File: config.mk
export PLATFORM = sky130hd
export DESIGN_NAME = pipelined_register_file
export DESIGN_NICKNAME = d
export VERILOG_FILES = /design/src/rtl/regfile_pkg.sv /design/src/rtl/regfile_scoreboard.sv /design/src/rtl/pipelined_register_file.sv
export SDC_FILE = /design/constraint.sdc
export NUM_CORES = 1
export LEC_CHECK = 0
export BUFFER_PORTS_ARGS = -buffer_cell sky130_fd_sc_hd__buf_4
export CORE_MARGIN = 2
export CORE_UTILIZATION = 30
export DETAILED_ROUTE_END_ITERATION = 10
export HOLD_SLACK_MARGIN = 0.1
export PLACE_DENSITY_LB_ADDON = 0.1
export SLEW_MARGIN = 20
export SYNTH_ARGS = -nofsm -noshare
export SYNTH_HDL_FRONTEND = slang
export SYNTH_SLANG_ARGS = --single-unit
File: constraint.sdc
create_clock -name clock -period 1.8 [get_ports clock]
set_input_delay 0.27 -clock clock [delete_from_list [all_inputs] [get_ports clock]]
set_output_delay 0.27 -clock clock [all_outputs]
set_load 0.05 [all_outputs]
File: src/rtl/regfile_pkg.sv
// Shared register-file types and default geometry, used by decode and
// writeback as well as by the register file itself.
package regfile_pkg;

  localparam int REGFILE_DATA_WIDTH = 16;
  localparam int REGFILE_ADDR_WIDTH = 3;

  typedef logic [REGFILE_DATA_WIDTH-1:0] reg_data_t;
  typedef logic [REGFILE_ADDR_WIDTH-1:0] reg_adr_t;

endpackage

File: src/rtl/regfile_scoreboard.sv
// Pending-write scoreboard: one busy bit per register, set by a decode-stage
// reserve, cleared by the writeback release, wiped by flush.
module regfile_scoreboard #(
  parameter int ADDR_WIDTH = 3,
  parameter int BYPASS     = 1,
  parameter int ZERO_REG   = 0
) (
  input  logic                  clock,
  input  logic                  reset_n,
  input  logic                  flush,
  input  logic                  reserve_en,
  input  logic [ADDR_WIDTH-1:0] reserve_adr,
  input  logic                  release_en,
  input  logic [ADDR_WIDTH-1:0] release_adr,
  input  logic [ADDR_WIDTH-1:0] lookup_adr_1,
  input  logic [ADDR_WIDTH-1:0] lookup_adr_2,
  output logic                  busy_1,
  output logic                  busy_2
);

  localparam int DEPTH = 2 ** ADDR_WIDTH;

  logic [DEPTH-1:0] busy_q;
  logic [DEPTH-1:0] busy_d;
  logic             fwd_1;
  logic             fwd_2;

  // Reserve is applied after release so a new producer wins over the
  // retiring one when both target the same register in one cycle.
  always_comb begin
    busy_d = busy_q;
    if (flush) begin
      busy_d = '0;
    end else begin
      if (release_en) busy_d[release_adr] = 1'b0;
      if (reserve_en) busy_d[reserve_adr] = 1'b1;
    end
    if (ZERO_REG != 0) busy_d[0] = 1'b0;
  end

  always_ff @(posedge clock or negedge reset_n) begin
    if (!reset_n) begin
      busy_q <= '0;
    end else begin
      busy_q <= busy_d;
    end
  end

  assign fwd_1 = (BYPASS != 0) && release_en && (release_adr == lookup_adr_1);
  assign fwd_2 = (BYPASS != 0) && release_en && (release_adr == lookup_adr_2);

  assign busy_1 = busy_q[lookup_adr_1] && !fwd_1 &&
                  !((ZERO_REG != 0) && (lookup_adr_1 == '0));
  assign busy_2 = busy_q[lookup_adr_2] && !fwd_2 &&
                  !((ZERO_REG != 0) && (lookup_adr_2 == '0));

endmodule

File: src/rtl/pipelined_register_file.sv
// Two-read/one-write register file with registered read ports, optional
// write-to-read forwarding, optional hard-wired zero register and RAW scoreboard.
module pipelined_register_file
  import regfile_pkg::*;
#(
  parameter int DATA_WIDTH = REGFILE_DATA_WIDTH,
  parameter int ADDR_WIDTH = REGFILE_ADDR_WIDTH,
  parameter int BYPASS     = 1,
  parameter int ZERO_REG   = 0
) (
  input  logic                  clock,
  input  logic                  reset_n,
  input  logic                  flush,
  input  logic                  stall,
  input  logic [ADDR_WIDTH-1:0] read_adr_1,
  input  logic [ADDR_WIDTH-1:0] read_adr_2,
  input  logic [DATA_WIDTH-1:0] write_data,
  input  logic [ADDR_WIDTH-1:0] write_adr,
  input  logic                  write_en,
  input  logic                  reserve_en,
  input  logic [ADDR_WIDTH-1:0] reserve_adr,
  output logic [DATA_WIDTH-1:0] data_out_1,
  output logic [DATA_WIDTH-1:0] data_out_2,
  output logic                  busy_1,
  output logic                  busy_2
);

  localparam int DEPTH = 2 ** ADDR_WIDTH;

  // write_en and reserve_en are single-cycle strobes sampled at every rising
  // edge; there is no backpressure, and stall/flush never block a write.
  logic [DATA_WIDTH-1:0] file_q [DEPTH];
  logic [ADDR_WIDTH-1:0] rd_adr [2];
  logic [DATA_WIDTH-1:0] rd_sel [2];
  logic [DATA_WIDTH-1:0] dout_q [2];
  logic                  write_ok;

  assign write_ok  = write_en && !((ZERO_REG != 0) && (write_adr == '0));
  assign rd_adr[0] = read_adr_1;
  assign rd_adr[1] = read_adr_2;

  always_ff @(posedge clock or negedge reset_n) begin
    if (!reset_n) begin
      for (int i = 0; i < DEPTH; i++) file_q[i] <= '0;
    end else if (write_ok) begin
      file_q[write_adr] <= write_data;
    end
  end

  always_comb begin
    for (int p = 0; p < 2; p++) begin
      rd_sel[p] = file_q[rd_adr[p]];
      if ((BYPASS != 0) && write_en && (write_adr == rd_adr[p])) rd_sel[p] = write_data;
      if ((ZERO_REG != 0) && (rd_adr[p] == '0)) rd_sel[p] = '0;
    end
  end

  always_ff @(posedge clock or negedge reset_n) begin
    if (!reset_n) begin
      dout_q[0] <= '0;
      dout_q[1] <= '0;
    end else if (flush) begin
      dout_q[0] <= '0;
      dout_q[1] <= '0;
    end else if (!stall) begin
      dout_q[0] <= rd_sel[0];
      dout_q[1] <= rd_sel[1];
    end
  end

  assign data_out_1 = dout_q[0];
  assign data_out_2 = dout_q[1];

  regfile_scoreboard #(
    .ADDR_WIDTH (ADDR_WIDTH),
    .BYPASS     (BYPASS),
    .ZERO_REG   (ZERO_REG)
  ) u_scoreboard (
    .clock        (clock),
    .reset_n      (reset_n),
    .flush        (flush),
    .reserve_en   (reserve_en),
    .reserve_adr  (reserve_adr),
    .release_en   (write_en),
    .release_adr  (write_adr),
    .lookup_adr_1 (read_adr_1),
    .lookup_adr_2 (read_adr_2),
    .busy_1       (busy_1),
    .busy_2       (busy_2)
  );

endmodule
Yosys cells after proc, flatten, opt, wreduce, memory -nomap -nowiden
Cells that the tools add are included.

Bits of input ports: 34. Register bits: 168. Output and inout bits: 34.

Order comparisons: 10. Reduce and logical (&&, ||, !) cells: 9. Equal/unequal tests: 3. Multiplexer cells: 25. Bitwise gates (word level): 6.

Operators with widths (number): 128-bit bitwise mux (1); 16-bit 2-to-1 mux (7); 16-bit binary-select mux with 3-bit select (2); 32-bit 2-to-1 mux (2); 16-bit demux with 3-bit select (1); 8-bit 2-to-1 mux (4); 3-bit by 4-bit less-than comparator with 1-bit output, second input constant (4); 4-bit >= comparator, second input constant (3); 3-bit inverter with 4-bit output (3); 8-bit bitwise AND (1); 8-bit inverter (1); 8-bit OR (1); 1-bit logical AND (7); 1-bit binary-select mux with 3-bit select (2); 1-bit demux with 3-bit select (2); 3-bit equality test (2); 3-bit by 1-bit >= comparator with 1-bit output, second input constant (2); 4-bit by 1-bit less-than comparator with 1-bit output, second input constant (1); 1-bit 2-to-1 mux (4); 1-bit logical NOT (2); 2-bit != test, second input constant (1).

Longest topological paths before layout
Depth after elaboration: 11. Mapped depth: 6.

By module
From an unflattened synthesis, not the netlist that was laid out.

Cells, all modules: 602. Area, all modules: 9023.7 µm².

By module, submodules not included: pipelined_register_file (cells each 528, area an instance 8391.8 µm², times used 1); regfile_scoreboard (cells each 74, area an instance 631.9 µm², times used 1).

Worst setup path before layout
Ideal clock, no wire load.

Kind: input-to-output. From: input write_adr[1]. To: output busy_1. Stages on the path: 6. Setup slack: -149 ps. Buffers on the path: 3. Data arrival time: 1679 ps. Data required time: 1530 ps. Cells stage by stage: buf_4 -> xor2_1 -> or4_4 -> buf_6 -> buf_6 -> and2_1.

Cells in the longest elaborated chain, start to end: 4.

RTL lines: from (decl) (line pipelined_register_file.sv:18) `input logic [ADDR_WIDTH-1:0] write_adr,`; 3-bit equality test (line regfile_scoreboard.sv:49) `assign fwd_1 = (BYPASS != 0) && release_en && (release_adr == lookup_adr_1);`; 1-bit logical AND (line regfile_scoreboard.sv:49); 1-bit logical NOT (line regfile_scoreboard.sv:52) `assign busy_1 = busy_q[lookup_adr_1] && !fwd_1 &&`; 1-bit logical AND (line regfile_scoreboard.sv:52); to (decl) (line pipelined_register_file.sv:24) `output logic busy_1,`.

Every way passes these cells.

Final worst setup path
From: register u_scoreboard.busy_q[1]. To: output busy_2.

Cells in the longest elaborated chain, start to end: 3.

RTL lines: from (decl) (line regfile_scoreboard.sv:23) `logic [DEPTH-1:0] busy_q;`; from (signal assigned) (line regfile_scoreboard.sv:45) `busy_q <= busy_d;`; 1-bit binary-select mux with 3-bit select (line regfile_scoreboard.sv:54) `assign busy_2 = busy_q[lookup_adr_2] && !fwd_2 &&`; 1-bit 2-to-1 mux (implied by the code) (line regfile_scoreboard.sv:54); 1-bit logical AND (line regfile_scoreboard.sv:54); to (decl) (line pipelined_register_file.sv:25) `output logic busy_2`.

Every way passes these cells. The select of a mux whose other input is x is not followed.

==> reports/qor.yml <==
timing:
  setup_viol: 2
  fin_skew_ns: 0.01076
  setup_slack_ns: -0.3357
  slew_headroom: 0.7146
  tns_ns: -0.6662
  rsz0062_at_grt: "yes"
  fin_crit_sh: 1.186
  hold_viol_final: 0
  fmax_mhz: 468.2
  fin_crit_ns: 2.136
  maxSlewViolCount: 0
  worst-slew-pin-transition_ns: 0.4281
  worst_hold_slack_ns: 0.1427
power:
  switching_share: 0.2957
  power.internal_mw: 8.182
  p_seq_frac: 0.432
  leakagePower_nw: 4.513
  total_power_mw: 11.62
  combPwrFrac: 0.247
  peakVddDrop_v: 0.0005781
  power.share.clock: 0.321
  power_density_nw_per_um2: 1072
  p_sw_mw: 3.435
finish:
  antenna-diode-count: 0
  final_common_cell: "dfrtp_1"
  nets: 708
  syn2layout_area_growth_pct: 22.86
  layout-drive-gt1-share: 0.5822
  fin_util: 0.3757
  layout_common_cells: "dfrtp_1, mux2_2, buf_4"
clock_network:
  cts_buffers: 17
  clockRootBuffer: "clkbuf_16"
  clk_latency_ns: 0.43
  clock-sinks: 168
  clk_path_buf_depth: 2
  cts_tree: "done"
  h-tree-depth: 4
  clkTransAtPathRegs_ns: 0.08
critical_path:
  crit_fanout: 3
  arrival_ns: 1.87
  crit_chain: "mux4_2 -> mux2_4 -> and2_4 -> buf_8"
  cp-start-kind: "register"
  r2r_slack_ns: 0.42
  cp-end-kind: "output port"
  worst-path-stages: 4
  r2r_start: "file_q[15]$_DFFE_PN0P_"
  rr_worst_depth: 3
  worstSetupPathType: "reg -> out"
  crit_required_ns: 1.53
  rr_endpoint: "data_out_1[15]$_DFFE_PN0P_"
  critPathSlowestCell: "mux4_2"
  worst-path-buf-inv: 1
  max_stage_delay_ns: 0.45
  path_delay_family: "multiplexers"
job:
  cap_violations: 0
synth:
  synth_seq_cells: 168
  yosys.area_share.simple: 0.05318
  synth_edf_count: 0
  synth_top_family_by_area: "multiplexers"
  synthAdderAreaFrac: 0
  synth_ff_type: "dfrtp_1"
  seq_area_frac_synth: 0.4765
  synthMuxAreaShare: 0.3758
  synth_compound_area_frac: 0.05786
  synth.top_cell.area_share: 0.4765
  synth_top_area_cell: "dfrtp_1"
  syn_inst: 575
  synth_area_sq_um: 8823
  synthArstFlopShare: 1.000
  synth-xor-area-share: 0.006807
  syn_avg_cell_area_sq_um: 15.35
  synth_area_leaders: "dfrtp_1, mux4_2, mux2_2"
  synth_nets: 609
  ys_types: 31
  ys_warn_count: 0
min_path:
  holdPathEnd: "file_q[75]$_DFFE_PN0P_"
  holdPathStages: 2
  min_from: "write_data[11]"
  hold_class: "in -> reg"
placement:
  dp_hpwl_mm: 17.53
  io_buffers: 67
  gp_congestion: 0.7559
drt:
  first_pass_iters: 4
  remaining_drc_errors: 0
  ant_nets: 0
  wirelength_mm: 26.59
  detail_route.vias_per_cell: 5.322
  via_count: 5700
  drtIter0Drc: 272
  wire_per_inst_um: 24.83
die:
  pin_count: 68
  die-area_sq_um: 30800
  core_area_sq_um: 28860
  dieHeight_um: 175.5
  fp-row-count: 62
  initial_core_util: 0.3058
  die_w_um: 175.5
global_routing:
  grt_pass1_wl_mm: 40.41
  antenna_found_initial: 0
  grt_start_max_net_pins: 71
  grt_overflow: 0
  track_usage: 0.1793
  first_global_vias: 6189
outcome:
  status: "finished, violations left"
  violations: "negative setup slack"
## per-layer routing
layer,GRT usage,part of all wire
met5,0,0
met4,0.05131,0.021
met3,0.02684,0.039
met1,0.2475,0.45
met2,0.2943,0.49
## worst register-to-register path, cell delays in order, from the launching register on
cell	delay, ns
dfrtp_1	0.39
mux4_2	0.48
mux2i_1	0.19
o221ai_1	0.17
## power by group through the flow
stage | clock (mW) | combinational, mW | sequential, mW
2_1_floorplan | 0 | 1.72 | 5.24
4_1_cts | 3.83 | 2.91 | 5.03
3_3_place_gp | 0 | 2.84 | 5.02
3_5_place_dp | 0 | 2.90 | 5.09
5_1_grt | 4.00 | 3.06 | 5.13
6_report | 3.73 | 2.87 | 5.02
## synthesized netlist by cell type, types with 2 or more instances
| master | count |
|---|---|
| nor2b_1 | 4 |
| buf_6 | 4 |
| nor4bb_1 | 3 |
| mux2i_1 | 32 |
| mux4_2 | 68 |
| buf_1 | 4 |
| o221ai_2 | 19 |
| xor2_1 | 5 |
| clkbuf_1 | 11 |
| inv_1 | 2 |
| mux2_2 | 129 |
| and2_1 | 2 |
| a21oi_1 | 4 |
| a32oi_1 | 3 |
| nand2_1 | 37 |
| nand4_1 | 2 |
| o221ai_1 | 13 |
| buf_4 | 4 |
| nand2b_1 | 3 |
| o41ai_4 | 2 |
| nand4b_1 | 3 |
| or3b_2 | 16 |
| nor2_1 | 6 |
| buf_2 | 25 |
| dfrtp_1 | 168 |
## how the worst max path moves through the flow
stage	from	to	slack [ns]
detailed placement	read_adr_2[0]	busy_2	-0.06
CTS	u_scoreboard.busy_q[1]$_DFF_PN0_	busy_2	-0.36
finish	u_scoreboard.busy_q[1]$_DFF_PN0_	busy_2	-0.34
global placement	read_adr_2[0]	busy_2	-0.07
global route	u_scoreboard.busy_q[1]$_DFF_PN0_	busy_2	-0.40
floorplan	write_adr[1]	busy_1	-0.04
## per-stage QoR
step | area [sq um] | cells | setup slack (ns)
6_report | 10840 | 1071 | -0.3357
5_1_grt | 10840 | 1071 | -0.3993
4_1_cts | 10840 | 1071 | -0.3607
3_5_place_dp | 10200 | 1036 | -0.06155
3_3_place_gp | 10200 | 1036 | -0.06837
2_1_floorplan | 8827 | 575 | -0.03877
## repair_timing
item | CTS | global route
pin swaps | 2 | 0
resized for setup | 7 | 0
buffers inserted | 2 | 0
endpoints found under the setup margin | 2 | 2
hold buffers | 1 | 0
endpoints found under the hold margin | 168 | 0
## kinds of logic (layout without fill, tap and decap cells)
group                     after synthesis  in the layout
muxes                                 230            230
DFF                                   168            168
and+or+nand+nor                        79             79
buffers and inverters                  50            162
AOI/OAI and AO/OA                      42             42
xor gates and xnor gates                6              6
## registers in the layout, summed over array words and instances (netlist names)
register / flops
file_q: 128
u_scoreboard.busy_q: 8
data_out_1: 16
data_out_2: 16
## layout make-up
type,count,area (sq um)
clock inverter,12,141.4
multi-input combinational,357,4415
fill,2782,18020
inverter,2,7.507
clock buffer,20,446.7
timing repair buffer,128,1145
sequential,168,4204
tap,384,480.5
Note: power is estimated with default switching activity, not from simulation.
